`src/rtl/rbs_pkg.sv`:
```
// Shared definitions for the bit-serial ripple-borrow subtractor:
// default operand width and the controller state encoding.
package rbs_pkg;

    localparam int unsigned WIDTH_DEFAULT = 4;

    typedef enum logic [1:0] {
        StIdle = 2'd0,
        StRun  = 2'd1,
        StDone = 2'd2
    } state_e;

endpackage

```
`src/rtl/full_subtractor.sv`:
```
// One-bit full subtractor: d = a - b - bin, bout is the borrow out of this bit.
module full_subtractor (
    input  logic a,
    input  logic b,
    input  logic bin,
    output logic d,
    output logic bout
);

    assign d    = a ^ b ^ bin;
    assign bout = (~a & b) | (~(a ^ b) & bin);

endmodule

```
`src/rtl/rbs_serial_4bits.sv`:
```
// Bit-serial subtractor: latches A, B, Bin on start and produces {Bout, A-B-Bin}
// one bit per enabled clock, LSB first, with a one-cycle done strobe.
module rbs_serial_4bits
    import rbs_pkg::*;
#(
    parameter int unsigned WIDTH = WIDTH_DEFAULT
) (
    input  logic             clk,
    input  logic             rst_n,
    input  logic             enable,
    input  logic             start,
    input  logic [WIDTH-1:0] A,
    input  logic [WIDTH-1:0] B,
    input  logic             Bin,
    output logic [WIDTH:0]   Q,
    output logic             busy,
    output logic             done
);

    localparam int unsigned CntW = (WIDTH > 1) ? $clog2(WIDTH) : 1;
    localparam logic [CntW-1:0] CntLast = CntW'(WIDTH - 1);

    state_e           state_q, state_d;
    logic [CntW-1:0]  cnt_q, cnt_d;
    logic [WIDTH-1:0] a_q, a_d;
    logic [WIDTH-1:0] b_q, b_d;
    logic [WIDTH-1:0] d_q, d_d;
    logic             br_q, br_d;
    logic [WIDTH:0]   q_q, q_d;
    logic             busy_q, busy_d;
    logic             done_q, done_d;

    logic             fs_diff;
    logic             fs_borrow;
    logic [WIDTH-1:0] d_shifted;

    full_subtractor u_full_subtractor (
        .a    (a_q[0]),
        .b    (b_q[0]),
        .bin  (br_q),
        .d    (fs_diff),
        .bout (fs_borrow)
    );

    // Each new difference bit enters at the MSB so D is LSB-aligned after WIDTH shifts.
    assign d_shifted = WIDTH'({fs_diff, d_q} >> 1);

    always_comb begin
        state_d = state_q;
        cnt_d   = cnt_q;
        a_d     = a_q;
        b_d     = b_q;
        d_d     = d_q;
        br_d    = br_q;
        q_d     = q_q;

        unique case (state_q)
            StIdle: begin
                if (start && enable) begin
                    a_d     = A;
                    b_d     = B;
                    br_d    = Bin;
                    cnt_d   = '0;
                    state_d = StRun;
                end
            end
            StRun: begin
                if (enable) begin
                    a_d   = a_q >> 1;
                    b_d   = b_q >> 1;
                    d_d   = d_shifted;
                    br_d  = fs_borrow;
                    cnt_d = cnt_q + CntW'(1);
                    if (cnt_q == CntLast) begin
                        q_d     = {fs_borrow, d_shifted};
                        state_d = StDone;
                    end
                end
            end
            StDone: begin
                state_d = StIdle;
            end
            default: begin
                state_d = StIdle;
            end
        endcase

        busy_d = (state_d != StIdle);
        done_d = (state_d == StDone);
    end

    always_ff @(posedge clk) begin
        if (!rst_n) begin
            state_q <= StIdle;
            cnt_q   <= '0;
            a_q     <= '0;
            b_q     <= '0;
            d_q     <= '0;
            br_q    <= 1'b0;
            q_q     <= '0;
            busy_q  <= 1'b0;
            done_q  <= 1'b0;
        end else begin
            state_q <= state_d;
            cnt_q   <= cnt_d;
            a_q     <= a_d;
            b_q     <= b_d;
            d_q     <= d_d;
            br_q    <= br_d;
            q_q     <= q_d;
            busy_q  <= busy_d;
            done_q  <= done_d;
        end
    end

    assign Q    = q_q;
    assign busy = busy_q;
    assign done = done_q;

endmodule

```
`config.mk`:
```
export PLATFORM = sky130hd
export DESIGN_NAME = rbs_serial_4bits
export DESIGN_NICKNAME = d
export VERILOG_FILES = /design/src/rtl/rbs_pkg.sv /design/src/rtl/full_subtractor.sv /design/src/rtl/rbs_serial_4bits.sv
export SDC_FILE = /design/constraint.sdc
export NUM_CORES = 1
export LEC_CHECK = 0
export CAP_MARGIN = 10
export CORE_ASPECT_RATIO = 0.75
export CORE_MARGIN = 2
export CORE_UTILIZATION = 35
export CTS_BUF_LIST = sky130_fd_sc_hd__clkbuf_4
export CTS_CLUSTER_DIAMETER = 100
export DETAILED_ROUTE_END_ITERATION = 6
export SLEW_MARGIN = 10
export SYNTH_ARGS = -nofsm -noshare
export SYNTH_HDL_FRONTEND = slang
export SYNTH_SLANG_ARGS = --single-unit
```
`constraint.sdc`:
```
create_clock -name clk -period 1.33 [get_ports clk]
set_clock_uncertainty 0.15 [all_clocks]
set_input_delay 0.3325 -clock clk [delete_from_list [all_inputs] [get_ports clk]]
set_output_delay 0.3325 -clock clk [all_outputs]
set_load 0.01 [all_outputs]
```
==> run_results.csv <==
group,metric,value,unit
status,run_status,"finished with violations",
status,violations,"negative setup slack",
cells_and_area,final_cell_mix,"20 x buf_4, 14 x a21oi_1, 12 x dfxtp_2",
timing,layout_setup_ws,-0.01245,ns
synth,syn-cell-area,984.7,sq um
cells_and_area,num-nets-final,153,
detailed_routing,wl_per_cell,12.21,microns
detailed_routing,via_count,843,
clock_tree,cts_sinks,23,
synth,syn_area_per_cell,9.946,sq um
power_and_ir_drop,irDropWorstVdd,0.0004759,V
worst_hold_path,hold_class,"flip-flop to flip-flop",
power_and_ir_drop,p_per_area,912.7,mW/mm^2
timing,setup_viol,2,
timing,finalCriticalPeriod,1.342,ns
power_and_ir_drop,intPower,946.6,uW
clock_tree,clk_pin_slew,0.13,ns
detailed_routing,ant_nets,0,
timing,finalHoldViolCount,0,
die,die-area,0.003258,sq mm
cells_and_area,syn2layout_area_growth,41.30,%
clock_tree,clkLatencyLatePin,0.31,ns
worst_setup_path,critPathMaxFanout,8,
grt,grt_pass1_wl,3470,microns
detailed_routing,first_pass_iters,4,
die,core_area,0.002643,sq mm
detailed_routing,wirelength,2112,microns
timing,relSlewSlack,85.13,%
detailed_routing,avgViaCountPerCell,4.873,
power_and_ir_drop,pwr-share-clk,25.2,%
power_and_ir_drop,power_frac_seq,57.9,%
synth,netlist_instances,99,
grt,groute.usage.overall,13.63,%
timing,fmax,744.9,MHz
synth,synth_seq_cells,23,
detailed_routing,drc_errors,0,
power_and_ir_drop,switching_power,323.3,uW
synth,ys_warn_count,0,
place,dp_hpwl,1574,microns
detailed_routing,initialDrtViolationCount,13,
synth,synth_cell_type_count,28,
worst_setup_path,critical_path_class,"flip-flop to flip-flop",
clock_tree,cts-root-buf,"clkbuf_4",
timing,drv_slew,0,
synth,synth_nets,114,
worst_setup_path,cp.arrival,1.41,ns
worst_setup_path,crit_required,1.40,ns
place,gp_congestion,0.8567,
clock_tree,cts.path.max_buffers,2,
clock_tree,cts_buffers,3,
timing,finalSetupTns,-0.01981,ns
power_and_ir_drop,p_sw_share,25.46,%
power_and_ir_drop,p_leak,0.5539,nW
synth,synth-seq-area-share,46.76,%
grt,antenna_found_initial,0,
power_and_ir_drop,finalPower,1.270,mW
grt,grt_start_max_net_pins,14,
die,die_y,49.94,microns
die,ios,20,
timing,rsz0062_at_grt,"yes",
run,maxCapViolCount,0,
cells_and_area,layout_commonest_cell,"buf_4",
clock_tree,cts_tree,"yes",
die,start_util,37.26,%
cells_and_area,antenna_cells,0,
place,io_buffers,19,
cells_and_area,drive_gt1_share,41.61,%
grt,grt_pass1_vias,824,
worst_setup_path,crit_path_end_kind,"flip-flop",
timing,tightest_slew,0.2213,ns
worst_setup_path,start_kind,"flip-flop",
die,num_rows,16,
clock_tree,cts_max_level,1,
grt,grt_overflow_total,0,
power_and_ir_drop,combPwrFrac,16.9,%
timing,period_share,100.9,%
die,die_x,65.25,microns
## synth_stat cells (all sizes together)
library cell | instances | area share, %
dfxtp | 23 | 47
a21oi | 15 | 7.6
mux2i | 11 | 11
a211oi | 8 | 6.6
buf | 7 | 5.8
nor2 | 7 | 2.9
nand2 | 4 | 1.5
o21ai | 4 | 2.0
and2 | 3 | 1.9
nand3 | 3 | 1.5
inv | 2 | 0.76
or2 | 2 | 1.3
a311oi | 1 | 0.89
and2b | 1 | 0.76
and4b | 1 | 1.0
and4bb | 1 | 1.3
fa | 1 | 2.0
ha | 1 | 1.3
nand2b | 1 | 0.64
nand3b | 1 | 0.76
nand4b | 1 | 0.89
nor3 | 1 | 0.51
## sequential cells by signal (all words and copies together) (netlist names)
register / count
cnt_q: 2
state_q: 2
done: 1
Q: 5
d_q: 3
a_q: 4
busy: 1
b_q: 4
br_q: 1
## area by class of cell
cell class	instances	area (sq um)
fillers	259	1251
multi-input cells	67	506.7
flip-flops and latches	23	475.5
repair buffers	41	329.1
well taps	36	45.04
clock buffers	3	22.52
inverters	2	7.507
clock inverters	1	5.005
## routing by layer
layer  GRT usage, %  part of all wire, %  routed length, microns  vias to the layer above
met5              0                    0                       0                        -
met4          2.083                    0                       0                        0
met3          4.110                  5.0                     105                        0
met2          22.45                   47                    1001                       15
met1          17.93                   48                    1005                      399
li1               -                    -                       -                      429
## cell families after synthesis
kind of cell | after synthesis | share of synthesized area (%)
AOI/OAI and AO/OA | 28 | 17.15
DFF | 23 | 46.76
buffers and inverters | 9 | 6.606
muxes | 11 | 11.18
adders and majority gates | 2 | 3.304
and+or+nand+nor | 26 | 14.99
## worst paths after layout
check	start	endpoint	slack [ns]	cells after the start
worst max-delay path	cnt_q[1]	Q[2]	-0.01	5
worst min-delay path	d_q[1]	d_q[1]	0.32	2
worst max register to register	cnt_q[1]	Q[2]	-0.01	5
worst min register to register	d_q[1]	d_q[1]	0.32	2
## timing repair
item / in CTS / in global routing
gates resized for setup: 45 / 11
setup endpoints to repair: 24 / 16
hold buffers: 0 / 0
pin swaps: 2 / 0
buffers inserted: 2 / 1
## through the flow
stage	std cells	utilization (%)	instance area (sq um)	hold WS [ns]	setup WS [ns]
2_1_floorplan	99	-	984.7	0.2860	0.04597
3_3_place_gp	166	49.38	1305	0.2929	-0.5221
3_5_place_dp	166	49.38	1305	0.3050	-0.5926
4_1_cts	172	51.14	1351	0.3226	-0.03944
5_1_grt	173	52.65	1391	0.3407	-0.08106
6_report	173	52.65	1391	0.3193	-0.01245
## worst max-delay path, cell delays in order, from the launching register on
cell and delay (ns):
dfxtp_2 0.38, ha_4 0.14, and4b_1 0.20, buf_6 0.15, mux2i_1 0.20, nor2_1 0.05
## power groups by stage
stage	Clock [mW]	Sequential, mW	Combinational, mW
3_3_place_gp	0	0.747	0.193
4_1_cts	0.333	0.734	0.202
2_1_floorplan	0	0.744	0.110
3_5_place_dp	0	0.749	0.196
5_1_grt	0.365	0.740	0.236
6_report	0.320	0.736	0.214
No activity file was read; power rests on OpenSTA's default activity.
==> RTL change: new RTL, same flow settings <==
Remove the register `done_q`: a continuous assignment takes its place, so the output `done` follows one clock earlier.
--- a/src/rtl/rbs_serial_4bits.sv
+++ b/src/rtl/rbs_serial_4bits.sv
@@ -99,7 +99,6 @@
             br_q    <= 1'b0;
             q_q     <= '0;
             busy_q  <= 1'b0;
-            done_q  <= 1'b0;
         end else begin
             state_q <= state_d;
             cnt_q   <= cnt_d;
@@ -109,9 +108,10 @@
             br_q    <= br_d;
             q_q     <= q_d;
             busy_q  <= busy_d;
-            done_q  <= done_d;
         end
     end
+
+    assign done_q = done_d;
 
     assign Q    = q_q;
     assign busy = busy_q;
Function: changed (a bounded check fails within 10 cycles, from zero or initial values and one cycle with rst_n low).
==> RTL change against the original RTL <==
The run still ends with setup timing left; worst hold slack worse by 2.1 ps; worst setup slack got worse by 320 ps; area after synthesis is 0.64% lower; total power up 0.47%; design area grew 4.7%; combinational power grew 19%; routed wire length increased by 6.2%; first-iteration DRC count increased to 2.8 times the old value; die area is 0.59% lower; core utilization grew 2.5 points; sequential cell count shrank 1.
==> RTL change: results (changes against the original RTL) <==
[drt]
routed.top_layer = met4  ; was met3
wl_met2_microns = 1060  ; was 1000 microns
met3_length_microns = 151  ; was 105 microns
dr.first_iter.drc_count = 36  ; was 13
wl_met1_microns = 1010  ; about the same
drt-total-wl_microns = 2240  ; was 2110 microns
post_drt_via_cell_ratio = 4.95  ; was 4.87

[cells_and_area]
nFillCells = 257  ; was 259
nets = 152  ; was 153
drive_above_1_share_pct = 50.0  ; was 41.6%

[timing]
setup_ws_ps = -335  ; was -12.4 ps
slew_headroom_pct = 82.7  ; was 85.1%
finalSetupViolations = 9  ; was 2
tns_ps = -977  ; was -19.8 ps

[placement]
placedInstanceArea_sq_um = 1300  ; was 1310 sq um
dp_hpwl_microns = 1580  ; was 1570 microns

[global_route]
grtUsageTotal_pct = 15.8  ; was 13.6%
grt_pass1_wl_microns = 3880  ; was 3470 microns

[yosys]
synth_area_leaders = dfxtp_1 (45%), mux2i_1 (11%), a21oi_1 (7.2%)  ; was dfxtp_1 (47%), mux2i_1 (11%), a21oi_1 (7.6%)

[pwr]
p_leak_nw = 0.571  ; was 0.554 nW
irDropWorstVdd_uv = 470  ; was 476 uV
p_switching_mw = 0.341  ; was 0.323 mW

[outcome]
violations = setup timing  ; unchanged
status = finished, violations left  ; unchanged

[worst_setup_path]
path_max_fanout = 3  ; was 8
cpMaxStageDelayCell = dfxtp_4  ; was dfxtp_2
crit_required_ps = 850  ; was 1400 ps

## RTL change: worst reg2reg max path, stage by stage, from the launching register on
cell and delay, ps:
dfxtp_4 380, ha_4 130, and4b_1 220, buf_4 130, buf_8 130, mux2i_1 200, nor2_1 60
## RTL change: cell families (layout without fill, tap and decap cells)
group,Yosys count,in the layout,synth area share [%]
DFF,22,22,45.0
buffers and inverters,10,47,6.90
AOI/OAI and AO/OA,29,29,19.1
adders and majority gates,2,2,3.32
muxes,11,11,11.3
and+or+nand+nor,25,25,14.5
## RTL change: per-layer routing
layer | vias up | global-route usage, %
met4 | 0 | 4.17
met1 | 389 | 19.7
li1 | 429 | -
met5 | - | 0
met2 | 28 | 26.5
met3 | 5 | 5.02
## RTL change: area by class of cell
class	instances	area share (%)
Clock buffer	3	1.55
Clock inverter	1	0.258
Inverter	3	0.773
Multi-Input combinational cell	67	38.3
Sequential cell	22	31.4
Tap cell	36	3.09
Timing Repair Buffer	40	24.6
## RTL change: worst paths after layout
path | start | endpoint | slack, ps | depth (start not counted)
worst max-delay path | cnt_q[0]$_SDFFE_PN0P_ | done | -340 | 3
worst min-delay path | d_q[1]$_SDFFE_PN0P_ | d_q[1]$_SDFFE_PN0P_ | 320 | 2
worst max register to register | cnt_q[0]$_SDFFE_PN0P_ | Q[4]$_SDFFE_PN0P_ | -150 | 6
worst min register to register | d_q[1]$_SDFFE_PN0P_ | d_q[1]$_SDFFE_PN0P_ | 320 | 2
## RTL change: metrics by stage
stage          utilization, %  std cells
3_3_place_gp             49.1        164
5_1_grt                  55.1        172
2_1_floorplan               -         99
3_5_place_dp             49.1        164
6_report                 55.1        172
4_1_cts                  51.8        171
## RTL change: repair_timing
item / CTS / global route
endpoints found under the setup margin: 27 / 21
gates resized for setup: 50 / 24
pin swaps: 4 / 11
setup buffers: 3 / 1
## RTL change: power by group through the flow
stage | clock, mW | combinational [mW] | sequential (mW)
after floorplan | 0 | 0.120 | 0.715
after global placement | 0 | 0.209 | 0.716
after detailed placement | 0 | 0.214 | 0.717
after CTS | 0.327 | 0.230 | 0.705
after global routing | 0.361 | 0.277 | 0.711
final | 0.315 | 0.254 | 0.707
